## src/rtl/x_mem_arbiter.sv

```systemverilog
// x_mem_arbiter: shares the single x (activation) memory port between the
// loader (requester 0) and the compute engine (requester 1).
//
// Handshake: reqN asks for ownership; gntN is registered and decoded from the
// state register. While gntN is high an access is (rqN | wqN) in that cycle.
// lastN marks the final access of a burst. Read data returns on rvalidN one
// cycle after the granted rqN, with rdata shared between both requesters.
module x_mem_arbiter #(
  parameter int X_ADDR_LEN = 10,
  parameter int X_DATA_LEN = 1,
  parameter int X_SEL_LEN  = 2,
  parameter int MAX_BURST  = 1024,
  parameter int CNT_LEN    = 11
) (
  input  logic                  clk,
  input  logic                  rst,
  input  logic                  req0,
  input  logic                  req1,
  input  logic                  last0,
  input  logic                  last1,
  input  logic                  rq0,
  input  logic                  rq1,
  input  logic                  wq0,
  input  logic                  wq1,
  input  logic [X_ADDR_LEN-1:0] addr0,
  input  logic [X_ADDR_LEN-1:0] addr1,
  input  logic [X_SEL_LEN-1:0]  sel0,
  input  logic [X_SEL_LEN-1:0]  sel1,
  input  logic [X_DATA_LEN-1:0] wdata0,
  input  logic [X_DATA_LEN-1:0] wdata1,
  output logic                  gnt0,
  output logic                  gnt1,
  output logic                  rvalid0,
  output logic                  rvalid1,
  output logic [X_DATA_LEN-1:0] rdata,
  output logic [X_ADDR_LEN-1:0] x_addr,
  output logic [X_SEL_LEN-1:0]  x_sel,
  output logic                  x_rq,
  output logic                  x_wq,
  output logic [X_DATA_LEN-1:0] x_wdata,
  input  logic [X_DATA_LEN-1:0] x_rdata,
  output logic                  proto_err,
  output logic [1:0]            dbg_state
);

  localparam logic [CNT_LEN-1:0] MAX_CNT = CNT_LEN'(MAX_BURST);

  typedef enum logic [1:0] {
    IDLE = 2'd0,
    OWN0 = 2'd1,
    OWN1 = 2'd2
  } state_e;

  state_e               state_q, state_d;
  logic                 ptr_q, ptr_d;         // 0: requester 0 wins the next tie
  logic [CNT_LEN-1:0]   cnt_q, cnt_d;
  logic                 rvalid0_q, rvalid0_d;
  logic                 rvalid1_q, rvalid1_d;
  logic                 proto_err_q, proto_err_d;

  logic                  own_any;
  logic                  own_req, oth_req, own_rq, own_wq, own_last;
  logic [X_ADDR_LEN-1:0] own_addr;
  logic [X_SEL_LEN-1:0]  own_sel;
  logic [X_DATA_LEN-1:0] own_wdata;
  logic                  access, cap_hit, rel;
  logic [CNT_LEN-1:0]    cnt_inc;

  // Grant decode and combinational pass-through of the owner's port to memory.
  always_comb begin
    gnt0      = (state_q == OWN0);
    gnt1      = (state_q == OWN1);
    own_any   = gnt0 | gnt1;
    own_req   = gnt1 ? req1   : req0;
    oth_req   = gnt1 ? req0   : req1;
    own_rq    = gnt1 ? rq1    : rq0;
    own_wq    = gnt1 ? wq1    : wq0;
    own_last  = gnt1 ? last1  : last0;
    own_addr  = gnt1 ? addr1  : addr0;
    own_sel   = gnt1 ? sel1   : sel0;
    own_wdata = gnt1 ? wdata1 : wdata0;
    // A write beats a simultaneous read so memory never sees both strobes.
    x_rq      = own_any & own_rq & ~own_wq;
    x_wq      = own_any & own_wq;
    x_addr    = own_any ? own_addr  : '0;
    x_sel     = own_any ? own_sel   : '0;
    x_wdata   = own_any ? own_wdata : '0;
  end

  // Next-state: arbitration in IDLE, burst tracking and release while owned.
  always_comb begin
    state_d     = state_q;
    ptr_d       = ptr_q;
    cnt_d       = cnt_q;
    access      = own_any & (own_rq | own_wq);
    // Saturate at the cap so an uncontested stream never wraps the counter.
    cnt_inc     = (cnt_q >= MAX_CNT) ? MAX_CNT : cnt_q + CNT_LEN'(1);
    cap_hit     = access & (cnt_inc == MAX_CNT) & oth_req;
    rel         = (access & own_last) | ~own_req | cap_hit;
    rvalid0_d   = gnt0 & rq0 & ~wq0;
    rvalid1_d   = gnt1 & rq1 & ~wq1;
    proto_err_d = proto_err_q | (access & own_rq & own_wq);
    unique case (state_q)
      IDLE: begin
        cnt_d = '0;
        if (req0 && req1) begin
          state_d = ptr_q ? OWN1 : OWN0;
          ptr_d   = ~ptr_q;
        end else if (req0) begin
          state_d = OWN0;
        end else if (req1) begin
          state_d = OWN1;
        end
      end
      OWN0, OWN1: begin
        if (rel) begin
          cnt_d = '0;
          ptr_d = gnt0;  // favour the other requester next time
          // Hand over directly when the other side is waiting: no IDLE bubble.
          if (oth_req) state_d = gnt0 ? OWN1 : OWN0;
          else         state_d = IDLE;
        end else if (access) begin
          cnt_d = cnt_inc;
        end
      end
      default: state_d = IDLE;
    endcase
  end

  // State and status registers; reset drops any grant and pending read at once.
  always_ff @(posedge clk or negedge rst) begin
    if (!rst) begin
      state_q     <= IDLE;
      ptr_q       <= 1'b0;
      cnt_q       <= '0;
      rvalid0_q   <= 1'b0;
      rvalid1_q   <= 1'b0;
      proto_err_q <= 1'b0;
    end else begin
      state_q     <= state_d;
      ptr_q       <= ptr_d;
      cnt_q       <= cnt_d;
      rvalid0_q   <= rvalid0_d;
      rvalid1_q   <= rvalid1_d;
      proto_err_q <= proto_err_d;
    end
  end

  assign rvalid0   = rvalid0_q;
  assign rvalid1   = rvalid1_q;
  assign rdata     = x_rdata;
  assign proto_err = proto_err_q;
  assign dbg_state = state_q;

endmodule

```

## config.mk

```make
export PLATFORM = sky130hd
export DESIGN_NAME = x_mem_arbiter
export DESIGN_NICKNAME = d
export VERILOG_FILES = /design/src/rtl/x_mem_arbiter.sv
export SDC_FILE = /design/constraint.sdc
export NUM_CORES = 1
export LEC_CHECK = 0
export ABC_AREA = 1
export CORE_MARGIN = 2
export CORE_UTILIZATION = 45
export DETAILED_ROUTE_END_ITERATION = 8
export PLACE_DENSITY = 0.91
export SYNTH_ARGS = -nofsm -noshare
export SYNTH_HDL_FRONTEND = slang
export SYNTH_SLANG_ARGS = --single-unit
export TNS_END_PERCENT = 20
```

## constraint.sdc

```tcl
create_clock -name clk -period 5 [get_ports clk]
set_clock_uncertainty 0.2 [all_clocks]
set_input_delay 1 -clock clk [delete_from_list [all_inputs] [get_ports clk]]
set_output_delay 1 -clock clk [all_outputs]
set_load 0.05 [all_outputs]
```

## Word-level counts from Yosys, hierarchy flattened

Index checks and enable logic that the tools add are counted.

| storage, ports and cells | value |
|---|---|
| register bits | 17 |
| logic and storage cells | 71 |
| output and inout bits | 23 |

| cells by class | value |
|---|---|
| order comparisons | 1 |
| $add $sub $neg | 1 |
| muxes and demuxes | 26 |
| reductions and logical operators | 7 |
| bitwise logic cells | 23 |
| eq/ne operators | 7 |

Operator list:

| cell | count |
|---|---|
| two-way mux 11 bit | 3 |
| one-hot mux 11 bit (2 select lines) | 1 |
| two-way mux 10 bit | 2 |
| two-way mux 2 bit | 9 |
| AND 1 bit | 13 |
| adder 11 x 1 -> 11 bit (second input constant) | 1 |
| == test 11 bit (second input constant) | 1 |
| greater-or-equal comparator 11 bit (second input constant) | 1 |
| two-way mux 1 bit | 9 |
| NOT 1 bit | 5 |
| bitwise OR 1 bit | 5 |
| inequality test 2 bit (second input constant) | 2 |
| inequality test 4 bit (second input constant) | 1 |
| one-hot mux 2 bit (2 select lines) | 1 |
| AND reduction 2 bit | 2 |
| inequality test 3 bit (second input constant) | 1 |
| AND reduction 3 bit | 1 |
| == test 2 x 1 -> 1 bit (second input constant) | 1 |
| == test 2 bit (second input constant) | 1 |
| zero test 2 bit | 1 |
| one-hot mux 1 bit (2 select lines) | 1 |
| nonzero test 2 bit | 1 |
| OR reduction 2 bit | 1 |
| logical AND 1 bit | 1 |

## Longest topological paths before layout

| depth | value |
|---|---|
| depth after elaboration | 9 |
| mapped depth | 15 |
| mapped depth without buffers | 13 |

## Worst setup path before layout

OpenSTA, ideal clock, no wires.

| timing | value |
|---|---|
| kind | flip-flop to output port |
| start | register state_q[0], in the netlist dbg_state[0] |
| end | output x_addr[0] |
| arrival time | 2563 ps |
| cell stages (with the launch flop) | 8 |
| path slack | 1237 ps |
| cells stage by stage | dfrtp_1 -> inv_1 -> ha_1 -> buf_6 -> inv_1 -> clkbuf_1 -> nor2_1 -> nor2_1 |

| on the way | value |
|---|---|
| word-level cells in the longest chain between the ends | 3 |

Ends and longest elaborated chain:

| item | RTL line | source |
|---|---|---|
| start: declaration | 54 | `state_e state_q, state_d;` |
| start signal: assignment | 140 | `state_q <= state_d;` |
| == test 2 bit (*) | 72 | `gnt1 = (state_q == OWN1);` |
| net gnt1 | 32 | `output logic gnt1,` |
| two-way mux 10 bit / bitwise OR 1 bit (equally long branches) | 79, 73 |  |
| two-way mux 10 bit (*) | 85 | `x_addr = own_any ? own_addr : '0;` |
| end: declaration | 36 | `output logic [X_ADDR_LEN-1:0] x_addr,` |

The timed path passes the listed nets; every way through them passes the cells marked *.

## Worst setup path in the final report

| timing | value |
|---|---|
| start | register state_q[0], in the netlist dbg_state[0] |
| end | output x_addr[7] |

| on the way | value |
|---|---|
| word-level cells in the longest chain between the ends | 3 |

Ends and longest elaborated chain:

| item | RTL line |
|---|---|
| == test 2 bit / == test 2 x 1 -> 1 bit (equally long branches) | 72, 71 |
| two-way mux 10 bit / bitwise OR 1 bit (equally long branches) | 79, 73 |
| two-way mux 10 bit (*) | 85 |

Every way passes the cells marked *; elsewhere a longest branch is shown, timed or not.

==> results.py <==
metrics = {
    "cts": {
        "cts_sinks": 17,
        "h-tree-depth": 1,
        "cts_setup_buffers": 0,
        "clk_pin_slew_worst_paths_ns": 0.11,
        "hold_buffers": 0,
        "post_cts_resized": 0,
        "cts_made_buffers": 3,
        "clockRootBuffer": "clkbuf_4",
        "clk_latency_ns": 0.30,
        "clock_path_buffers": 2,
        "cts_tree": "done",
    },
    "final_layout": {
        "drive_above_1_share_pct": 10.4,
        "final_common_cell": "clkdlybuf4s50_1",
        "layout_common_cells": "clkdlybuf4s50_1, nor2_1, nand2_1",
        "multi_input_area_um2": 903,
        "fin_nets": 323,
        "regArea_um2": 425,
        "antenna_cells": 0,
        "area_growth_pct": 39.0,
        "final_util_pct": 67.3,
        "fill_cells": 277,
    },
    "setup_path": {
        "end_kind": "primary output",
        "cp_max_fo": 22,
        "required_ns": 3.80,
        "worstSetupStartpointType": "register",
        "path_class": "register to primary output",
        "cp.arrival_ns": 2.87,
    },
    "floorplan": {
        "rows": 20,
        "ioPinCount": 60,
        "initial_core_util_pct": 48.4,
        "die_w_um": 61.8,
        "core-area_mm2": 0.00310,
        "dieArea_mm2": 0.00381,
        "die_y_um": 61.8,
    },
    "sta": {
        "fin_tns_setup_ns": 0,
        "hold_slack_ns": 0.291,
        "rsz0062_at_grt": "false",
        "hold_viol": 0,
        "drv_slew": 0,
        "fmax_mhz": 246,
        "worstMarginPinSlew_ns": 0.803,
        "setup_slack_ns": 0.928,
        "fin_crit_sh_pct": 81.4,
        "finalSetupViolCount": 0,
        "slew_headroom_pct": 46.3,
        "fin_crit_ns": 4.07,
    },
    "routing": {
        "drt_iter0_drc": 78,
        "vias": 1657,
        "detail_route.wl_per_cell_um": 12.2,
        "drc": 0,
        "via_per_inst": 5.13,
        "wl_um": 3940,
        "dr.pass1.iters": 4,
        "antenna_left": 0,
    },
    "pwr": {
        "powerDensity_mw_per_mm2": 560,
        "leakage_uw": 0.000940,
        "worst_ir_drop_vdd_uv": 568,
    },
    "synthesis": {
        "synth_area_leader_cell": "dfrtp_1",
        "seq_area_frac_synth_pct": 28.3,
        "synth.avg_cell_area_um2": 6.56,
        "synth_top_area_share_pct": 28.3,
        "syn_inst": 229,
        "ys_types": 24,
        "synthTopCellsByArea": "dfrtp_1, nor2_1, nand2_1",
        "ys_ff_latch": 17,
        "ys_warn_count": 0,
        "syn-num-nets": 272,
        "syn-cell-area_mm2": 0.00150,
    },
    "placed_design": {
        "port_buffers": 57,
        "gp_congestion": 0.872,
        "pre_cts_slack_ns": 1.05,
        "dp.final_hpwl_um": 2900,
    },
    "grt": {
        "grt_max_degree": 33,
        "grtUsageTotal_pct": 22.5,
        "grt_pass1_vias": 1588,
        "antenna_found_initial": 0,
        "grt-ovfl-total": 0,
        "grt_pass1_wl_um": 6630,
    },
    "outcome": {
        "status": "complete, no violations",
    },
    "worst_hold_path": {
        "hold_path.class": "register to register",
    },
    "run": {
        "cap_violations": 0,
    },
}
==> path summary, 6_finish.rpt <==
path,from,end,cells after the start,slack (ns)
worst max register to register,dbg_state[0],cnt_q[8],12,1.73
worst min register to register,proto_err,proto_err,1,0.29
min in group asynchronous,rst,cnt_q[1],1,0.95
worst min-delay path,proto_err,proto_err,1,0.29
max in group asynchronous,rst,ptr_q,1,3.15
worst max-delay path,dbg_state[0],x_addr[7],6,0.93
==> where the power goes <==
part           switching (uW)  total [uW]  internal [uW]
sequential               20.2         178            158
combinational             634         913            278
clock                    49.2        78.9           29.8
==> registers in the layout, summed over array words and instances (netlist names) <==
name and count:
cnt_q 11, dbg_state 2, proto_err 1, ptr_q 1
rvalid0 1, rvalid1 1
==> worst max-delay path, stage by stage, from the launching register on <==
cell and delay (ns):
dfrtp_1 0.45, inv_1 0.10, ha_1 0.64, inv_1 0.41, nor2_1 0.20, nor2_1 0.07
clkdlybuf4s50_1 0.71
==> metrics by stage <==
step / power (uW) / cell area, um^2 / instances
after CTS: 1170 / 2090 / 323
after detailed placement: 1090 / 2060 / 319
after floorplan: 840 / 1500 / 229
final: 1170 / 2090 / 323
after global routing: 1250 / 2090 / 323
after global placement: 1070 / 2060 / 319
==> final cells by class <==
type                       count  area share [%]
multi-input combinational    174            43.3
timing repair buffer          58            27.7
sequential                    17            20.4
inverter                      26            4.68
tap                           44            2.64
clock buffer                   3            1.08
clock inverter                 1           0.240
==> Yosys cell counts <==
library cell   n
dfrtp_1       17
a32o_1         1
buf_6          3
a21oi_1        6
o21ai_2       12
inv_1         26
buf_2          3
nor3b_1        1
nand3_1       12
nor2_2         2
a31o_2         1
nand2_2        7
clkbuf_1       5
nand3_2        2
a211oi_1       1
o21ai_0       19
nor3_1         2
nand4_1       12
or2_1          1
buf_4          1
o21ai_1        2
nand2_1       43
nor2_1        44
ha_1           6
==> cells by family after synthesis <==
kind of cell	Yosys count	share of synthesized area [%]
simple gates	126	37.4
compound gates	42	17.8
buf+inv	38	11.5
flops	17	28.3
fa+ha+maj	6	5.00
==> metal layers <==
layer | routed length (um) | GRT usage [%]
met1 | 1680 | 28.5
met2 | 1820 | 37.3
met5 | 0 | 0
met3 | 392 | 7.87
met4 | 53 | 4.56
(Power assumes the default switching activity.)
